$ cat src/rtl/mm_stage_ctrl.sv
// mm_stage_ctrl: memory-stage controller sequencing data-memory requests, pipeline
// enable/squash and the halt/flush handshake. Define MM_STALL_CNT_EN to build the
// data-memory wait-cycle counter; otherwise stall_cnt is tied to zero.
module mm_stage_ctrl (
    input  logic        CLK,
    input  logic        RST,
    input  logic        dRENi,
    input  logic        dWENi,
    input  logic        halt,
    input  logic        taken,
    input  logic        ihit,
    input  logic        dhit,
    input  logic        flushed,
    output logic        dmemREN,
    output logic        dmemWEN,
    output logic        pipe_en,
    output logic        squash,
    output logic        dcache_flush,
    output logic        halted,
    output logic [31:0] stall_cnt
);
    typedef enum logic [1:0] {IDLE, MEMREQ, HALTING, HALTED} state_t;
    state_t state, next;

    // state register, asynchronously forced to IDLE
    always_ff @(posedge CLK or posedge RST) begin
        if (RST) state <= IDLE;
        else     state <= next;
    end

    // next state and Mealy outputs; everything held low while RST is asserted
    always_comb begin
        next         = state;
        dmemREN      = 1'b0;
        dmemWEN      = 1'b0;
        pipe_en      = 1'b0;
        dcache_flush = 1'b0;
        halted       = 1'b0;
        if (!RST) begin
            case (state)
                IDLE: begin
                    pipe_en = ihit & ~halt & ~(dRENi | dWENi);
                    next    = halt ? HALTING : (dRENi | dWENi) ? MEMREQ : IDLE;
                end
                MEMREQ: begin
                    dmemWEN = dWENi;
                    dmemREN = dRENi & ~dWENi;
                    pipe_en = dhit;
                    next    = dhit ? IDLE : MEMREQ;
                end
                HALTING: begin
                    dcache_flush = 1'b1;
                    next         = flushed ? HALTED : HALTING;
                end
                HALTED: halted = 1'b1;
            endcase
        end
        squash = taken & pipe_en;
    end

`ifdef MM_STALL_CNT_EN
    logic [31:0] cnt;

    // saturating count of MEMREQ cycles still waiting on dhit
    always_ff @(posedge CLK or posedge RST) begin
        if (RST)                                                   cnt <= '0;
        else if (state == MEMREQ && !dhit && cnt != 32'hFFFF_FFFF) cnt <= cnt + 32'd1;
    end

    assign stall_cnt = cnt;
`else
    assign stall_cnt = '0;
`endif
endmodule

$ cat config.mk
export PLATFORM = sky130hd
export DESIGN_NAME = mm_stage_ctrl
export DESIGN_NICKNAME = d
export VERILOG_FILES = /design/src/rtl/mm_stage_ctrl.sv
export SDC_FILE = /design/constraint.sdc
export NUM_CORES = 1
export LEC_CHECK = 0
export ABC_AREA = 1
export BUFFER_PORTS_ARGS = -buffer_cell sky130_fd_sc_hd__buf_4
export CORE_UTILIZATION = 37
export CTS_BUF_LIST = sky130_fd_sc_hd__clkbuf_8
export CTS_CLUSTER_SIZE = 12
export DETAILED_ROUTE_END_ITERATION = 10
export GPL_TIMING_DRIVEN = 1
export PLACE_DENSITY_LB_ADDON = 0.1
export SETUP_SLACK_MARGIN = 0.05
export SLEW_MARGIN = 20
export SYNTH_ARGS = -nofsm -noshare
export SYNTH_HDL_FRONTEND = slang
export SYNTH_SLANG_ARGS = --single-unit
$ cat constraint.sdc
create_clock -name CLK -period 1.52 [get_ports CLK]
set_input_delay 0.152 -clock CLK [delete_from_list [all_inputs] [get_ports CLK]]
set_output_delay 0.152 -clock CLK [all_outputs]
set_load 0.02 [all_outputs]
# --- Word level (Yosys, flattened, before mapping) ---
# Cells that the tools add are included.
totals:
  inputBits: 9
  regBits: 2
  latchBits: 0
  mem_bits_rw: 0
  wordCells: 31
  mem_count: 0
  mem_bits_ro: 0
  output_inout_bits: 38
classes:
  mul: 0
  div: 0
  bitwise_logic: 9
  reduce_logical: 3
  mux: 15
  magnitude_cmp: 0
  n_addsub: 0
  n_shift: 0
  eq_ne: 3
op_table:
  columns: ["op", "n"]
  rows:
  - ["$mux W1", 12]
  - ["$pmux W2 S3", 1]
  - ["$and A1 B1 Y1", 4]
  - ["$eq A2 B2 Y1 const B", 2]
  - ["$not A1 Y1", 4]
  - ["$reduce_bool A3 Y1", 1]
  - ["$eq A2 B1 Y1 const B", 1]
  - ["$logic_not A2 Y1", 1]
  - ["$mux W2", 1]
  - ["$pmux W1 S2", 1]
  - ["$reduce_and A2 Y1", 1]
  - ["$or A1 B1 Y1", 1]

# --- Longest topological paths before layout ---
depth:
  ltp_word: 6
  mapped_depth: 7
  depth_no_buf: 7

# --- Worst setup path before layout ---
# Ideal clock, no wire load.
synth_path:
  kind: "register to output"
  from: "reg state[1]"
  to: "out dmemREN"
  required_time_ns: 1.368
  slack_ns: 0.191
  arrival_ns: 1.177
  path_stages_with_launch: 5
  cell_sequence: "dfrtp_1 -> inv_1 -> ha_1 -> nand2_1 -> nor3_1"
synth_via:
  elab_chain_cells: 3
synth_lines:
  columns: ["item", "line_no", "text"]
  rows:
  - ["start, declared", "23", "state_t state, next;"]
  - ["start signal, assigned", "28", "else state <= next;"]
  - ["$eq A2 B1 Y1", "40", "case (state)"]
  - ["$mux W1", "40", null]
  - ["$mux W1", "39", "if (!RST) begin"]
  - ["end, declared", "14", "output logic dmemREN,"]
# No other way between the ends.

# --- Worst setup path after layout ---
layout_path:
  from: "reg state[0]"
  to: "out squash"
layout_via:
  elab_chain_cells: 4
  word_cells_on_any_way: 5
layout_lines:
  columns: ["item", "line_no", "text"]
  rows:
  - ["$eq A2 B1 Y1 or $logic_not A2 Y1 (tied branches)", "40", null]
  - ["$pmux W1 S2 *", "40", null]
  - ["$mux W1 *", "39", null]
  - ["$and A1 B1 Y1 *", "58", "squash = taken & pipe_en;"]
  - ["end, declared", "17", "output logic squash,"]
# Mark *: on every way between the ends. The rest lies on a longest branch, timed or not.

==> impl_summary.log <==
[metrics] DRT iter0 DRCs: 3
[metrics] total CTS buffers: 3
[metrics] clk sink count: 2
[metrics] share of cells above drive strength 1: 0.295
[metrics] Max Clock Freq: ~680 MHz
[metrics] overall routing resource usage: 0.109
[metrics] remaining routing DRC violations: 0
[metrics] width of the die: between 30 and 40 um
[metrics] count of port buffers added during placement: 14
[metrics] number of distinct library cells after synthesis: 14
[metrics] top cells by area, synth: sky130_fd_sc_hd__buf_4 (48%), sky130_fd_sc_hd__ha_1 (12%), sky130_fd_sc_hd__dfrtp_1 (9.9%)
[metrics] clock network latency to the later pin of the worst-skew pair: between 200 and 250 ps
[metrics] total congestion overflow after global routing: 0
[metrics] startpoint of the worst setup timing path: state[0]$_DFFE_PP0P_
[metrics] global-route wire length before repair: ~1200 um
[metrics] outcome: complete, no violations
[metrics] HPWL after DPL: between 600 and 700 um
[metrics] fin crit share: 0.971
[metrics] Lkg Pwr: ~0.37 nW
[metrics] worst clock skew: 1.00 ps
[metrics] category of the critical setup timing path: reg -> out
[metrics] Bufs on Longest Clock Path: 2
[metrics] pin count of the biggest net entering global routing: 6
[metrics] number of global-route vias before repair: between 200 and 300
[metrics] worst hold-check path type: in -> reg
[metrics] largest area contributor in the netlist: sky130_fd_sc_hd__buf_4
[metrics] fraction of synthesis flops using an asynchronous set or reset pin: 1.00
[metrics] number of synthesized register bits: 2
[metrics] vias: 388
[metrics] start of the worst register-to-register path: state[0]$_DFFE_PP0P_
[metrics] post-synthesis to final-layout area growth: 19.1%
[metrics] Design Power: approximately 0.85 mW
[metrics] library cell with the highest instance count after synthesis: sky130_fd_sc_hd__buf_4
[metrics] largest registers: state: 2 flops
[metrics] Floorplan Core Area: about 1200 sq um
[metrics] setup repair after global routing missed its margin: true
[metrics] average detailed-routed wire length per instance: slightly above 7 um
[metrics] RD Place Congestion: 0.855
[metrics] worst reg2reg path endpoint: state[0]$_DFFE_PP0P_
[metrics] portion of synthesized cell area occupied by the leading cell type: 0.475
[metrics] Initial Util: 0.426
[metrics] power density over the cells: about 1400 nW/um^2
[metrics] summed instance area of the synthesized netlist: 505 sq um
[metrics] post-synthesis instance total: between 70 and 80
[metrics] number of placed instances with taps included: 102
[metrics] Max H-tree Level: 1
[metrics] final critical-path required period: 1480 ps
[metrics] Worst Setup EP: squash
[metrics] register containing the most flip-flops in the final layout: state
[metrics] clock edge transition at the registers on the reported setup and hold paths: roughly 30 ps
[metrics] worst reg-to-reg path cell count: 7
[metrics] number of flops mapped to enable cells by yosys: 0
[metrics] Layout Cells excl Fill: around 110
[metrics] endpoint required time on the critical path: approximately 1400 ps
[metrics] Pins Over Slew Limit: 0
[metrics] kind of end point of the critical path: primary output
[metrics] detail-routed via count per cell: about 3.6
[metrics] clock root buffer: sky130_fd_sc_hd__clkbuf_8
[metrics] worst IR drop on VDD: about 0.91 mV
[metrics] Register-to-Register Setup Slack: 190 ps
[metrics] count of endpoints failing setup in the final report: 0
[metrics] router iterations before antenna repair: 4
[metrics] remaining antenna violation count after routing: 0
[metrics] flip-flop count of the largest register after layout: 2
[metrics] num rows: 12
[metrics] CTS tree: built
[metrics] final hold viol count: 0
[metrics] CP arrival: about 1300 ps
[metrics] antenna violations before repair: 0
[metrics] Antenna diodes: 0
[metrics] die outline area: about 1500 sq um
[metrics] I/O pins: 47
[metrics] Post-Synthesis Mean Instance Area: ~6.7 sq um
[metrics] sequential-to-total area share from yosys stat: 0.0990
[metrics] Final Net Count: between 100 and 150
[metrics] yosys synthesis warning count: 0
[metrics] height of the die: slightly below 40 um
[metrics] max capacitance violation total: 0
[metrics] crit path max fanout: 3
[metrics] prevailing post-synth register cell: sky130_fd_sc_hd__dfrtp_1
[metrics] top post-synthesis cells by count: sky130_fd_sc_hd__buf_4 (32), sky130_fd_sc_hd__nor2_1 (9), sky130_fd_sc_hd__inv_1 (8), sky130_fd_sc_hd__nand2_1 (8), sky130_fd_sc_hd__ha_1 (5)
[metrics] total detailed-routing wirelength: approximately 790 um
[metrics] nature of the critical path startpoint: register
[critical path, stage by stage, from the launching register on]
cell,delay [ps]
sky130_fd_sc_hd__dfrtp_2,400
sky130_fd_sc_hd__inv_2,80
sky130_fd_sc_hd__ha_4,120
sky130_fd_sc_hd__nand2_1,40
sky130_fd_sc_hd__nand3b_1,180
sky130_fd_sc_hd__a21oi_2,170
sky130_fd_sc_hd__buf_6,130
[cell families after synthesis]
group	after synthesis	synth area share
adders and majority gates	5	0.124
buffers and inverters	41	0.542
and+or+nand+nor	24	0.208
other	1	0.00742
DFF	2	0.0990
AOI/OAI and AO/OA	2	0.0198
[cell type report]
type | count | area, sq um
tap | 14 | 17.5
multi-input combinational | 63 | 317
sequential | 2 | 51.3
timing repair buffer | 18 | 141
fill | 136 | 584
clock buffer | 3 | 41.3
inverter | 9 | 33.8
[metal layers]
metal | global-route usage | routed length (um) | up-vias
li1 | - | - | 202
met1 | 0.127 | 337 | 158
met2 | 0.192 | 383 | 28
met3 | 0.0173 | 68 | 0
met4 | 0.0517 | 0 | 0
met5 | 0 | 0 | -
[worst min-delay path by stage]
stage | from | cells past startpoint | end | slack (ps)
2_1_floorplan | RST | 1 | state[0]$_DFFE_PP0P_ | -110
3_3_place_gp | RST | 2 | state[0]$_DFFE_PP0P_ | 60
3_5_place_dp | RST | 2 | state[0]$_DFFE_PP0P_ | 50
4_1_cts | RST | 4 | state[0]$_DFFE_PP0P_ | 300
5_1_grt | RST | 4 | state[0]$_DFFE_PP0P_ | 320
6_report | RST | 4 | state[0]$_DFFE_PP0P_ | 300
[power breakdown]
part | internal (mW) | switching, mW | total [mW]
Sequential | 0.0839 | 0.0204 | 0.104
Combinational | 0.226 | 0.314 | 0.540
Clock | 0.167 | 0.0354 | 0.202
[placed cells by master, fill, tap and decap left out, drive strengths merged, types with 2 or more instances in the layout]
master / n
nand3b: 2
clkbuf: 3
buf: 17
nand2: 8
conb: 32
nand3: 3
nor2: 10
ha: 5
inv: 9
dfrtp: 2
[what timing repair did]
action / 4_1_cts / 5_1_grt
hold endpoints to repair: 2 / 0
endpoints found under the setup margin: 2 / 3
gates resized for setup: 3 / 5
hold buffers: 1 / 0
pin swaps: 0 / 1
setup buffers: 1 / 2
[metrics by stage]
step | util | setup slack, ps | setup TNS, ps | hold WS (ps) | area, sq um
2_1_floorplan | - | 191 | 0 | -109 | 622
6_report | 0.507 | 44.0 | 0 | 297 | 602
3_5_place_dp | 0.425 | 166 | 0 | 53.5 | 504
4_1_cts | 0.478 | 4.48 | 0 | 304 | 567
5_1_grt | 0.507 | -36.9 | -65.4 | 323 | 602
3_3_place_gp | 0.425 | 190 | 0 | 55.1 | 504
(Power assumes the default switching activity.)
